<file path="config.mk">
export PLATFORM = sky130hd
export DESIGN_NAME = mmio_ctrl_flat
export DESIGN_NICKNAME = d
export VERILOG_FILES = /design/src/rtl/mmio_ctrl_pkg.sv /design/src/rtl/mmio_ctrl_if.sv /design/src/rtl/mmio_ctrl_sync_fifo.sv /design/src/rtl/mmio_ctrl.sv /design/src/flat_wrapper.sv
export SDC_FILE = /design/constraint.sdc
export NUM_CORES = 1
export LEC_CHECK = 0
export BUFFER_PORTS_ARGS = -buffer_cell sky130_fd_sc_hd__buf_2
export CAP_MARGIN = 20
export CORE_MARGIN = 2
export CORE_UTILIZATION = 44
export CTS_CLUSTER_SIZE = 12
export DETAILED_ROUTE_END_ITERATION = 16
export PLACE_DENSITY = 0.87
export REMOVE_ABC_BUFFERS = 1
export SYNTH_ARGS = -nofsm -noshare
export SYNTH_HDL_FRONTEND = slang
export SYNTH_SLANG_ARGS = --single-unit
</file>
<file path="constraint.sdc">
create_clock -name clk -period 3.3 [get_ports clk]
set_input_delay 0.825 -clock clk [delete_from_list [all_inputs] [get_ports clk]]
set_output_delay 0.825 -clock clk [all_outputs]
set_load 0.005 [all_outputs]
</file>
<file path="src/rtl/mmio_ctrl_pkg.sv">
// rtl/mmio_ctrl_pkg.sv - region codes, IO word offsets and read-select encoding
package mmio_ctrl_pkg;

  localparam logic [3:0] REGION_DMEM = 4'b0001;
  localparam logic [3:0] REGION_IMEM = 4'b0010;
  localparam logic [3:0] REGION_BIOS = 4'b0100;
  localparam logic [3:0] REGION_IO   = 4'b1000;

  // IO offsets as word indices within the IO region (byte address bits 27:2)
  localparam logic [25:0] IO_STATUS  = 26'h0;
  localparam logic [25:0] IO_RX_DATA = 26'h1;
  localparam logic [25:0] IO_TX_DATA = 26'h2;
  localparam logic [25:0] IO_CYCLE   = 26'h4;
  localparam logic [25:0] IO_INSTRET = 26'h5;
  localparam logic [25:0] IO_CNT_CLR = 26'h6;

  typedef enum logic [1:0] {
    SEL_NONE,
    SEL_DMEM,
    SEL_BIOS,
    SEL_IO
  } sel_e;

  function automatic sel_e region_sel(input logic [3:0] region);
    case (region)
      REGION_DMEM: return SEL_DMEM;
      REGION_BIOS: return SEL_BIOS;
      REGION_IO:   return SEL_IO;
      default:     return SEL_NONE;
    endcase
  endfunction

endpackage

</file>
<file path="src/rtl/mmio_ctrl_if.sv">
// rtl/mmio_ctrl_if.sv - core-side memory bus between the pipeline and mmio_ctrl
interface mmio_ctrl_if;
  logic [31:0] mem_adr;
  logic [31:0] mem_wdata;
  logic [3:0]  wea;
  logic [31:0] din;

  modport master (output mem_adr, output mem_wdata, output wea, input din);
  modport slave  (input mem_adr, input mem_wdata, input wea, output din);
endinterface

</file>
<file path="src/rtl/mmio_ctrl_sync_fifo.sv">
// rtl/mmio_ctrl_sync_fifo.sv - synchronous FIFO with full/empty and same-cycle push/pop
module mmio_ctrl_sync_fifo #(
  parameter int WIDTH = 8,
  parameter int DEPTH = 4
) (
  input  logic             clk,
  input  logic             reset,
  input  logic             push,
  input  logic [WIDTH-1:0] push_data,
  input  logic             pop,
  output logic [WIDTH-1:0] pop_data,
  output logic             full,
  output logic             empty
);

  localparam int PW = $clog2(DEPTH);

  logic [WIDTH-1:0] mem [DEPTH];
  logic [PW-1:0]    wr_ptr;
  logic [PW-1:0]    rd_ptr;
  logic [PW:0]      count;
  logic             push_ok;
  logic             pop_ok;

  assign full     = (count == (PW+1)'(DEPTH));
  assign empty    = (count == '0);
  assign pop_ok   = pop & ~empty;
  // A push into a full FIFO is still accepted when the head leaves in the same cycle
  assign push_ok  = push & (~full | pop_ok);
  assign pop_data = mem[rd_ptr];

  always_ff @(posedge clk) begin
    if (push_ok) mem[wr_ptr] <= push_data;
  end

  always_ff @(posedge clk) begin
    if (reset) begin
      wr_ptr <= '0;
      rd_ptr <= '0;
      count  <= '0;
    end else begin
      if (push_ok) wr_ptr <= wr_ptr + PW'(1);
      if (pop_ok)  rd_ptr <= rd_ptr + PW'(1);
      count <= count + (PW+1)'(push_ok) - (PW+1)'(pop_ok);
    end
  end

endmodule

</file>
<file path="src/rtl/mmio_ctrl.sv">
// rtl/mmio_ctrl.sv - address decode, BRAM port steering, UART FIFOs and perf counters
module mmio_ctrl
  import mmio_ctrl_pkg::*;
#(
  parameter int TX_DEPTH = 4,
  parameter int AW       = 14
) (
  input  logic          clk,
  input  logic          reset,
  mmio_ctrl_if.slave    bus,
  input  logic [31:0]   pc,
  input  logic          instr_retire,
  output logic [AW-1:0] dmem_addr,
  output logic [AW-1:0] imem_addr,
  output logic [AW-1:0] bios_addr,
  output logic [3:0]    dmem_we,
  output logic [3:0]    imem_we,
  output logic [31:0]   dmem_wdata,
  output logic [31:0]   imem_wdata,
  input  logic [31:0]   dmem_dout,
  input  logic [31:0]   bios_dout,
  output logic [7:0]    tx_data,
  output logic          tx_valid,
  input  logic          tx_ready,
  input  logic [7:0]    rx_data,
  input  logic          rx_valid,
  output logic          rx_ready
);

  logic [3:0]  region;
  logic [25:0] io_idx;
  logic        is_io;
  logic        store;
  logic        rx_pop;
  logic        tx_push;
  logic        cnt_clr;
  logic        tx_full;
  logic        tx_empty;
  logic        rx_buf_full;
  logic [7:0]  rx_buf;
  logic [31:0] cycle_cnt;
  logic [31:0] instret_cnt;
  logic [31:0] io_rdata;
  logic [31:0] io_q;
  sel_e        sel_q;
  logic        unused_bits;

  assign region  = bus.mem_adr[31:28];
  assign io_idx  = bus.mem_adr[27:2];
  assign is_io   = (region == REGION_IO);
  assign store   = |bus.wea;
  // Any non-store cycle addressing the RX data word counts as the read that pops it
  assign rx_pop  = is_io && io_idx == IO_RX_DATA && !store;
  assign tx_push = is_io && io_idx == IO_TX_DATA && store;
  assign cnt_clr = is_io && io_idx == IO_CNT_CLR && store;

  assign dmem_addr  = bus.mem_adr[AW+1:2];
  assign imem_addr  = bus.mem_adr[AW+1:2];
  assign bios_addr  = bus.mem_adr[AW+1:2];
  assign dmem_wdata = bus.mem_wdata;
  assign imem_wdata = bus.mem_wdata;
  assign dmem_we    = (region == REGION_DMEM) ? bus.wea : 4'h0;
  assign imem_we    = (region == REGION_IMEM && pc[30]) ? bus.wea : 4'h0;

  assign unused_bits = ^{pc[31], pc[29:0], bus.mem_adr[1:0]};

  assign tx_valid = ~tx_empty;
  assign rx_ready = ~rx_buf_full | rx_pop;

  mmio_ctrl_sync_fifo #(
    .WIDTH (8),
    .DEPTH (TX_DEPTH)
  ) u_tx_fifo (
    .clk       (clk),
    .reset     (reset),
    .push      (tx_push),
    .push_data (bus.mem_wdata[7:0]),
    .pop       (tx_valid & tx_ready),
    .pop_data  (tx_data),
    .full      (tx_full),
    .empty     (tx_empty)
  );

  always_comb begin
    io_rdata = 32'h0;
    if (is_io) begin
      case (io_idx)
        IO_STATUS:  io_rdata = {30'b0, rx_buf_full, ~tx_full};
        IO_RX_DATA: io_rdata = {24'b0, rx_buf};
        IO_CYCLE:   io_rdata = cycle_cnt;
        IO_INSTRET: io_rdata = instret_cnt;
        default:    io_rdata = 32'h0;
      endcase
    end
  end

  always_ff @(posedge clk) begin
    if (reset) begin
      sel_q       <= SEL_NONE;
      io_q        <= 32'h0;
      cycle_cnt   <= 32'h0;
      instret_cnt <= 32'h0;
      rx_buf_full <= 1'b0;
      rx_buf      <= 8'h0;
    end else begin
      sel_q       <= region_sel(region);
      io_q        <= io_rdata;
      cycle_cnt   <= cnt_clr ? 32'h0 : cycle_cnt + 32'd1;
      instret_cnt <= cnt_clr ? 32'h0 : instret_cnt + {31'b0, instr_retire};
      // A capture wins over a pop so the buffer stays full with the newer byte
      if (rx_valid && rx_ready) begin
        rx_buf      <= rx_data;
        rx_buf_full <= 1'b1;
      end else if (rx_pop) begin
        rx_buf_full <= 1'b0;
      end
    end
  end

  always_comb begin
    bus.din = 32'h0;
    case (sel_q)
      SEL_DMEM: bus.din = dmem_dout;
      SEL_BIOS: bus.din = bios_dout;
      SEL_IO:   bus.din = io_q;
      default:  bus.din = 32'h0;
    endcase
  end

endmodule

</file>
<file path="src/flat_wrapper.sv">
// flat-port wrapper written by rule: the top's interface ports become plain ports
module mmio_ctrl_flat import mmio_ctrl_pkg::*;
#(
  parameter int TX_DEPTH = 4,
  parameter int AW       = 14
)
  (clk, reset, pc, instr_retire, dmem_addr, imem_addr, bios_addr, dmem_we, imem_we, dmem_wdata, imem_wdata, dmem_dout, bios_dout, tx_data, tx_valid, tx_ready, rx_data, rx_valid, rx_ready, bus_mem_adr, bus_mem_wdata, bus_wea, bus_din);
  mmio_ctrl_if bus_i ();
  input  logic clk;
  input  logic reset;
  input  logic [31:0] pc;
  input  logic instr_retire;
  output logic [AW-1:0] dmem_addr;
  output logic [AW-1:0] imem_addr;
  output logic [AW-1:0] bios_addr;
  output logic [3:0] dmem_we;
  output logic [3:0] imem_we;
  output logic [31:0] dmem_wdata;
  output logic [31:0] imem_wdata;
  input  logic [31:0] dmem_dout;
  input  logic [31:0] bios_dout;
  output logic [7:0] tx_data;
  output logic tx_valid;
  input  logic tx_ready;
  input  logic [7:0] rx_data;
  input  logic rx_valid;
  output logic rx_ready;
  input wire logic [$bits(bus_i.mem_adr)-1:0] bus_mem_adr;
  input wire logic [$bits(bus_i.mem_wdata)-1:0] bus_mem_wdata;
  input wire logic [$bits(bus_i.wea)-1:0] bus_wea;
  output wire logic [$bits(bus_i.din)-1:0] bus_din;
  assign bus_i.mem_adr = bus_mem_adr;
  assign bus_i.mem_wdata = bus_mem_wdata;
  assign bus_i.wea = bus_wea;
  assign bus_din = bus_i.din;
  mmio_ctrl #(.TX_DEPTH(TX_DEPTH), .AW(AW)) u_core (.clk(clk), .reset(reset), .bus(bus_i), .pc(pc), .instr_retire(instr_retire), .dmem_addr(dmem_addr), .imem_addr(imem_addr), .bios_addr(bios_addr), .dmem_we(dmem_we), .imem_we(imem_we), .dmem_wdata(dmem_wdata), .imem_wdata(imem_wdata), .dmem_dout(dmem_dout), .bios_dout(bios_dout), .tx_data(tx_data), .tx_valid(tx_valid), .tx_ready(tx_ready), .rx_data(rx_data), .rx_valid(rx_valid), .rx_ready(rx_ready));
endmodule
</file>
# [Word-level counts from Yosys, hierarchy flattened]
# Memories as Yosys holds them, arrays and structs flattened. A register that Yosys moved wholly into a read port is not among the register bits.
# Cells that the tools add are included.
# W data, S select, Z words.
[op_classes] n_addsub=6 muxes=11 n_div=0 reduce_logical=15 n_lt_le_gt_ge=0 n_eq_ne=13 multipliers=0 bitwise=9 n_shift=0
[ops] operator="$pmux W32 S4" count=1
[ops] operator="$pmux W32 S3" count=1
[ops] operator="$eq A26 B3 Y1 const B" count=3
[ops] operator="$add A32 B1 Y32" count=1
[ops] operator="$add A32 B1 Y32 const B" count=1
[ops] operator="$eq A26 B1 Y1 const B" count=1
[ops] operator="$eq A26 B2 Y1 const B" count=1
[ops] operator="$logic_not A26 Y1" count=1
[ops] operator="$logic_and A1 B1 Y1" count=8
[ops] operator="$mux W4" count=2
[ops] operator="$pmux W2 S3" count=1
[ops] operator="$add A2 B1 Y2 const B" count=2
[ops] operator="$eq A2 B2 Y1 const B" count=2
[ops] operator="$eq A4 B1 Y1 const B" count=1
[ops] operator="$eq A4 B2 Y1 const B" count=1
[ops] operator="$eq A4 B3 Y1 const B" count=1
[ops] operator="$eq A4 B4 Y1 const B" count=1
[ops] operator="$mux W1" count=4
[ops] operator="$mux W2" count=2
[ops] operator="$not A1 Y1" count=4
[ops] operator="$reduce_or A2 Y1" count=2
[ops] operator="$reduce_or A4 Y1" count=1
[ops] operator="$add A3 B1 Y3" count=1
[ops] operator="$and A1 B1 Y1" count=3
[ops] operator="7 further kinds" count=8
[totals] wordCells=64 latch_bits=0 n_memories=1 rom_bits=0 ff_bits=114 ramBits=32
[mem_list] memory="u_core.u_tx_fifo.mem" depth=4 word_bits=8 read_ports=1 rd_ports_with_merged_regs=1 wr=1 line="mmio_ctrl_sync_fifo.sv:18" source="logic [WIDTH-1:0] mem [DEPTH];"

# [Longest topological paths before layout]
[depth] depth_word=8 depth_mapped=13 depth_no_buf=12

# [Modules after synthesis]
# A second synthesis with hierarchy kept.
[unflattened] cells_unflattened=803 area_unflattened_um2=7986.4
[modules_own_cells] module="mmio_ctrl" cells_per_inst=714 seq_area_each_um2=2142.1 n_inst=1 area_each_um2=6337.3
[modules_own_cells] module="mmio_ctrl_sync_fifo" cells_per_inst=89 seq_area_each_um2=1141.1 n_inst=1 area_each_um2=1649.1

# [Least setup slack after synthesis]
# OpenSTA, ideal clock, no wires.
[synth_timing] path_type="input -> register" from="in bus_mem_adr[28]" to="reg u_core.u_tx_fifo.count[2]" n_path_buf=1 path_slack_ns=-0.041 arrival_time_ns=3.213 cell_stages=13 t_required_ns=3.173 cell_sequence="nor4b_2 and4bb_2 nor4bb_1 clkbuf_1 inv_1 ha_1 inv_1 ha_1 inv_1 fa_1 xor2_1 xnor2_1 nor2_1"
[synth_between] elab_chain_len=6
[synth_lines] element="from (decl)" line="flat_wrapper.sv:28" source="input wire logic [$bits(bus_i.mem_adr)-1:0] bus_mem_adr;"
[synth_lines] element="$eq A4 B4 Y1" line="mmio_ctrl.sv:50" source="assign is_io = (region == REGION_IO);"
[synth_lines] element="$logic_and A1 B1 Y1 (2 in series)" line="mmio_ctrl.sv:54" source="assign tx_push = is_io && io_idx == IO_TX_DATA && store;"
[synth_lines] element="$and A1 B1 Y1" line="mmio_ctrl_sync_fifo.sv:29" source="assign push_ok = push & (~full | pop_ok);"
[synth_lines] element="$add A3 B1 Y3" line="mmio_ctrl_sync_fifo.sv:44" source="count <= count + (PW+1)'(push_ok) - (PW+1)'(pop_ok);"
[synth_lines] element="$sub A3 B1 Y3" line="mmio_ctrl_sync_fifo.sv:44"
[synth_lines] element="to (signal assigned)" line="mmio_ctrl_sync_fifo.sv:44"
[synth_lines] element="to (decl)" line="mmio_ctrl_sync_fifo.sv:21" source="logic [PW:0] count;"
# Every way passes these cells.
# A chain may end at the register's enable or synchronous reset.

# [Worst setup path after layout]
# Same ends and word-level chain as after synthesis.

==> summary.md <==
| Metric | Value |
|---|---|
| Status | `completed` |
| Power Density | `approximately 490 mW/mm^2` |
| Post-synth design cell area | `approximately 0.0077 mm^2` |
| Max Freq | `0.326 GHz` |
| Pins over their slew limit | `0` |
| Final Cycle Share | `between 90 and 100%` |
| Avg Cell Area, Syn | `9.90 um^2` |
| Synth async-reset ratio | `0%` |
| Vias per inst | `between 5 and 6` |
| Cts bufs inserted | `17` |
| DRT antenna net count | `0` |
| Fraction of layout cells with a size suffix above 1 | `between 30% and 40%` |
| Fin. Hold Viols | `0` |
| Met2 global-route usage | `approximately two fifths` |
| Minimum clock period | `around 3.1 ns` |
| Setup violations, final | `0` |
| Clock Latency Late Sink | `0.42 ns` |
| TritonCTS Sinks | `148` |
| Placeable Area | `around 0.017 mm^2` |
| WP buf/inv | `4` |
| RR Endpoint | `u_core.u_tx_fifo.count[2]` |
| Worst Tran Pin Value | `around 0.66 ns` |
| Initial antenna violation count | `4` |
| Final GP Congestion | `between 0.9 and 1` |
| Initial Util | `44.8%` |
| GR peak layer | `met2` |
| Global routing usage on met1 | `around 28%` |
| Worst setup path category | `input port to flip-flop` |
| Max VDD drop | `between 0.3 and 0.4 mV` |
| Cts hold-fix bufs | `0` |
| CTS tree | `yes` |
| Clk buf depth | `2` |
| Vias | `about 6300` |
| Leak | `0.00364 uW` |
| Post-Layout Cell Count | `roughly 1100` |
| Nets | `1094` |
| Worst path most repeated cell | `inv_1` |
| Mapped Cells | `between 700 and 800` |
| Setup repair after global routing missed its margin | `false` |
| Global-route wire length before repair | `35800 um` |
| CTS root buffer | `clkbuf_16` |
| Clock transition at path regs | `0.07 ns` |
| CP Capture Type | `flip-flop` |
| Die Span X | `around 140 um` |
| GRT overflow | `0` |
| HPWL after detailed placement | `slightly below 20000 um` |
| DRT iter0 DRCs | `487` |
| Worst Setup Start Kind | `input port` |
| Max_cap viols | `0` |
| Clk_skew | `around 0.015 ns` |
| Post-DP Area | `about 0.0084 mm^2` |
| Distinct cells, synth | `44` |
| R2R depth | `12` |
| Setup TNS | `0 ns` |
| Worst Path Max Fanout | `2` |
| Global Route Usage Sum | `a little over a quarter` |
| Top-area cell type share of the netlist area | `about 30%` |
| Yosys reg bits | `approximately 150` |
| Critical path's slowest cell | `nor4bb_1` |
| Reg-to-Reg Start | `u_core.u_tx_fifo.count[1]` |
| Critical path depth | `13` |
| Reg2reg setup slack | `around 0.77 ns` |
| HP Class | `flip-flop to flip-flop` |
| DRC viols | `0` |
| Pin count of the biggest net entering global routing | `65` |
| Full die area | `0.0186 mm^2` |
| Num ports | `about 330` |
| Worst Setup SP | `bus_mem_adr[28]` |
| Slowest cell delay on critical path | `roughly 0.41 ns` |
| Delay-heaviest family, CP | `simple AND/OR/NAND/NOR gates` |
| Critical path endpoint | `u_core.u_tx_fifo.count[2]` |
| Seq/Total Area, Yosys | `42.6%` |
| EDFF count, synth | `32` |
| PortBufs | `227` |
| GRT met3 Usage | `approximately 16%` |
| Hold Crit Depth | `2` |
| Routed wire length | `between 20000 and 30000 um` |
| CP arrival | `3.36 ns` |
| H-tree depth | `4` |
| Synth area leader | `dfxtp_1` |
| Synthesis-to-layout area growth | `17.2%` |
| Synth Warn # | `0` |
| Design Area, Final | `0.00903 mm^2` |
| TritonRoute pass-1 iters | `5` |
| Dominant synthesized flop cell | `dfxtp_1` |
| Synth top area cells | `dfxtp_1 30%, edfxtp_1 12%, buf_4 10%` |
| Slew HR | `a little under three fifths` |
| Placed Cells | `1113` |
| DR WL/cell | `22.2 um` |
| Die Y | `between 100 and 150 um` |
| Vias in the first global route | `about 5800` |
| Req. time, crit path | `3.59 ns` |
| Hold WS | `between 0.5 and 0.6 ns` |
| Row cnt | `48` |
| CP Cell Sequence | `buf_2 > nor4b_2 > and4bb_2 > nor4bb_1 > inv_1 > ha_1 > inv_1 > ha_1 > inv_1 > fa_1 > xor2_1 > xnor2_1 > nor2_1` |
[cell type report]
| cell class | instances | area [um^2] |
|---|---|---|
| tap | 225 | 282 |
| sequential | 148 | 3280 |
| antenna | 4 | 10.0 |
| inverter | 15 | 56.3 |
| clock inverter | 10 | 160 |
| timing repair buffer | 255 | 1360 |
| fill | 1439 | 8150 |
| clock buffer | 22 | 444 |
| multi-input combinational | 470 | 3430 |
[worst min-delay path by stage]
stage	startpoint	endpoint	slack, ns
after floorplan	u_core.cycle_cnt[0]	u_core.cycle_cnt[0]	0.45
after global placement	u_core.rx_buf[0]	u_core.rx_buf[0]	0.47
after detailed placement	u_core.cycle_cnt[0]	u_core.cycle_cnt[0]	0.49
after CTS	u_core.cycle_cnt[0]	u_core.cycle_cnt[0]	0.50
after global routing	u_core.rx_buf_full	u_core.rx_buf_full	0.54
final	u_core.rx_buf_full	u_core.rx_buf_full	0.51
[synth_stat cells, types with 23 or more instances]
library cell,instances
nand2_1,23
buf_4,106
nand3_1,26
nor2_1,124
a22o_1,32
xnor2_1,31
xor2_1,35
clkbuf_1,29
a22oi_1,31
edfxtp_1,32
dfxtp_1,116
mux2_2,38
[placed cells by master, fill, tap and decap left out, types with 20 or more instances in the layout]
master,instances
buf_4,27
buf_2,227
nor2_1,124
nand3_1,26
xnor2_1,31
xor2_1,35
mux2_2,38
nand2_1,23
a22oi_1,31
nand4_1,20
a22o_1,32
dfxtp_1,116
edfxtp_1,32
[report_power, final]
part | switching [uW] | total, uW | internal, uW
registers | 45.7 | 1930 | 1880
clock network | 724 | 1990 | 1260
logic | 226 | 478 | 252
[layer usage]
metal,vias up,wire length (um)
li1,2878,-
met1,3028,8540
met2,337,11700
met3,49,3890
met4,0,1340
met5,-,0
[metrics by stage]
step / worst slack [ns] / utilization, % / total power [uW]
floorplan: -0.765 / - / 2170
global placement: -0.161 / 48.9 / 2420
detailed placement: -0.256 / 48.9 / 2440
CTS: 0.139 / 52.4 / 4400
global route: 0.00694 / 52.5 / 4520
finish: 0.229 / 52.5 / 4390
[logic make-up after synthesis]
family,Yosys count,share of synthesized area [%]
multiplexers,57,9.49
AND/OR/NAND/NOR,268,18.1
flip-flops,148,42.6
AO/OA/AOI/OAI,69,7.48
XOR/XNOR,66,7.51
buffers and inverters,160,13.1
adder cells (fa/ha/maj),10,1.72
[timing repair]
| item | 4_1_cts | 5_1_grt |
|---|---|---|
| buffers inserted | 0 | 0 |
| hold endpoints to repair | 0 | 0 |
| resized for setup | 0 | 1 |
| endpoints found under the setup margin | 0 | 1 |
[worst register-to-register path, cell delays in order (launching register included)]
cell and delay, ns:
dfxtp_1 0.41, nor2_1 0.08, a31oi_1 0.17, nor4bb_1 0.37, inv_1 0.08, ha_1 0.30, inv_1 0.06, ha_1 0.13
inv_1 0.05, fa_1 0.37, xor2_1 0.18, xnor2_1 0.15, nor2_1 0.06
[sequential cells by signal, indices dropped and copies added (netlist names), named ones only]
name                     cells
u_core.io_q                 32
u_core.u_tx_fifo.rd_ptr      2
u_core.u_tx_fifo.count       3
u_core.rx_buf                8
u_core.cycle_cnt            32
u_core.sel_q                 2
u_core.instret_cnt          32
u_core.u_tx_fifo.mem        32
u_core.u_tx_fifo.wr_ptr      2
u_core.rx_buf_full           1
Note: power is estimated with default switching activity, not from simulation.
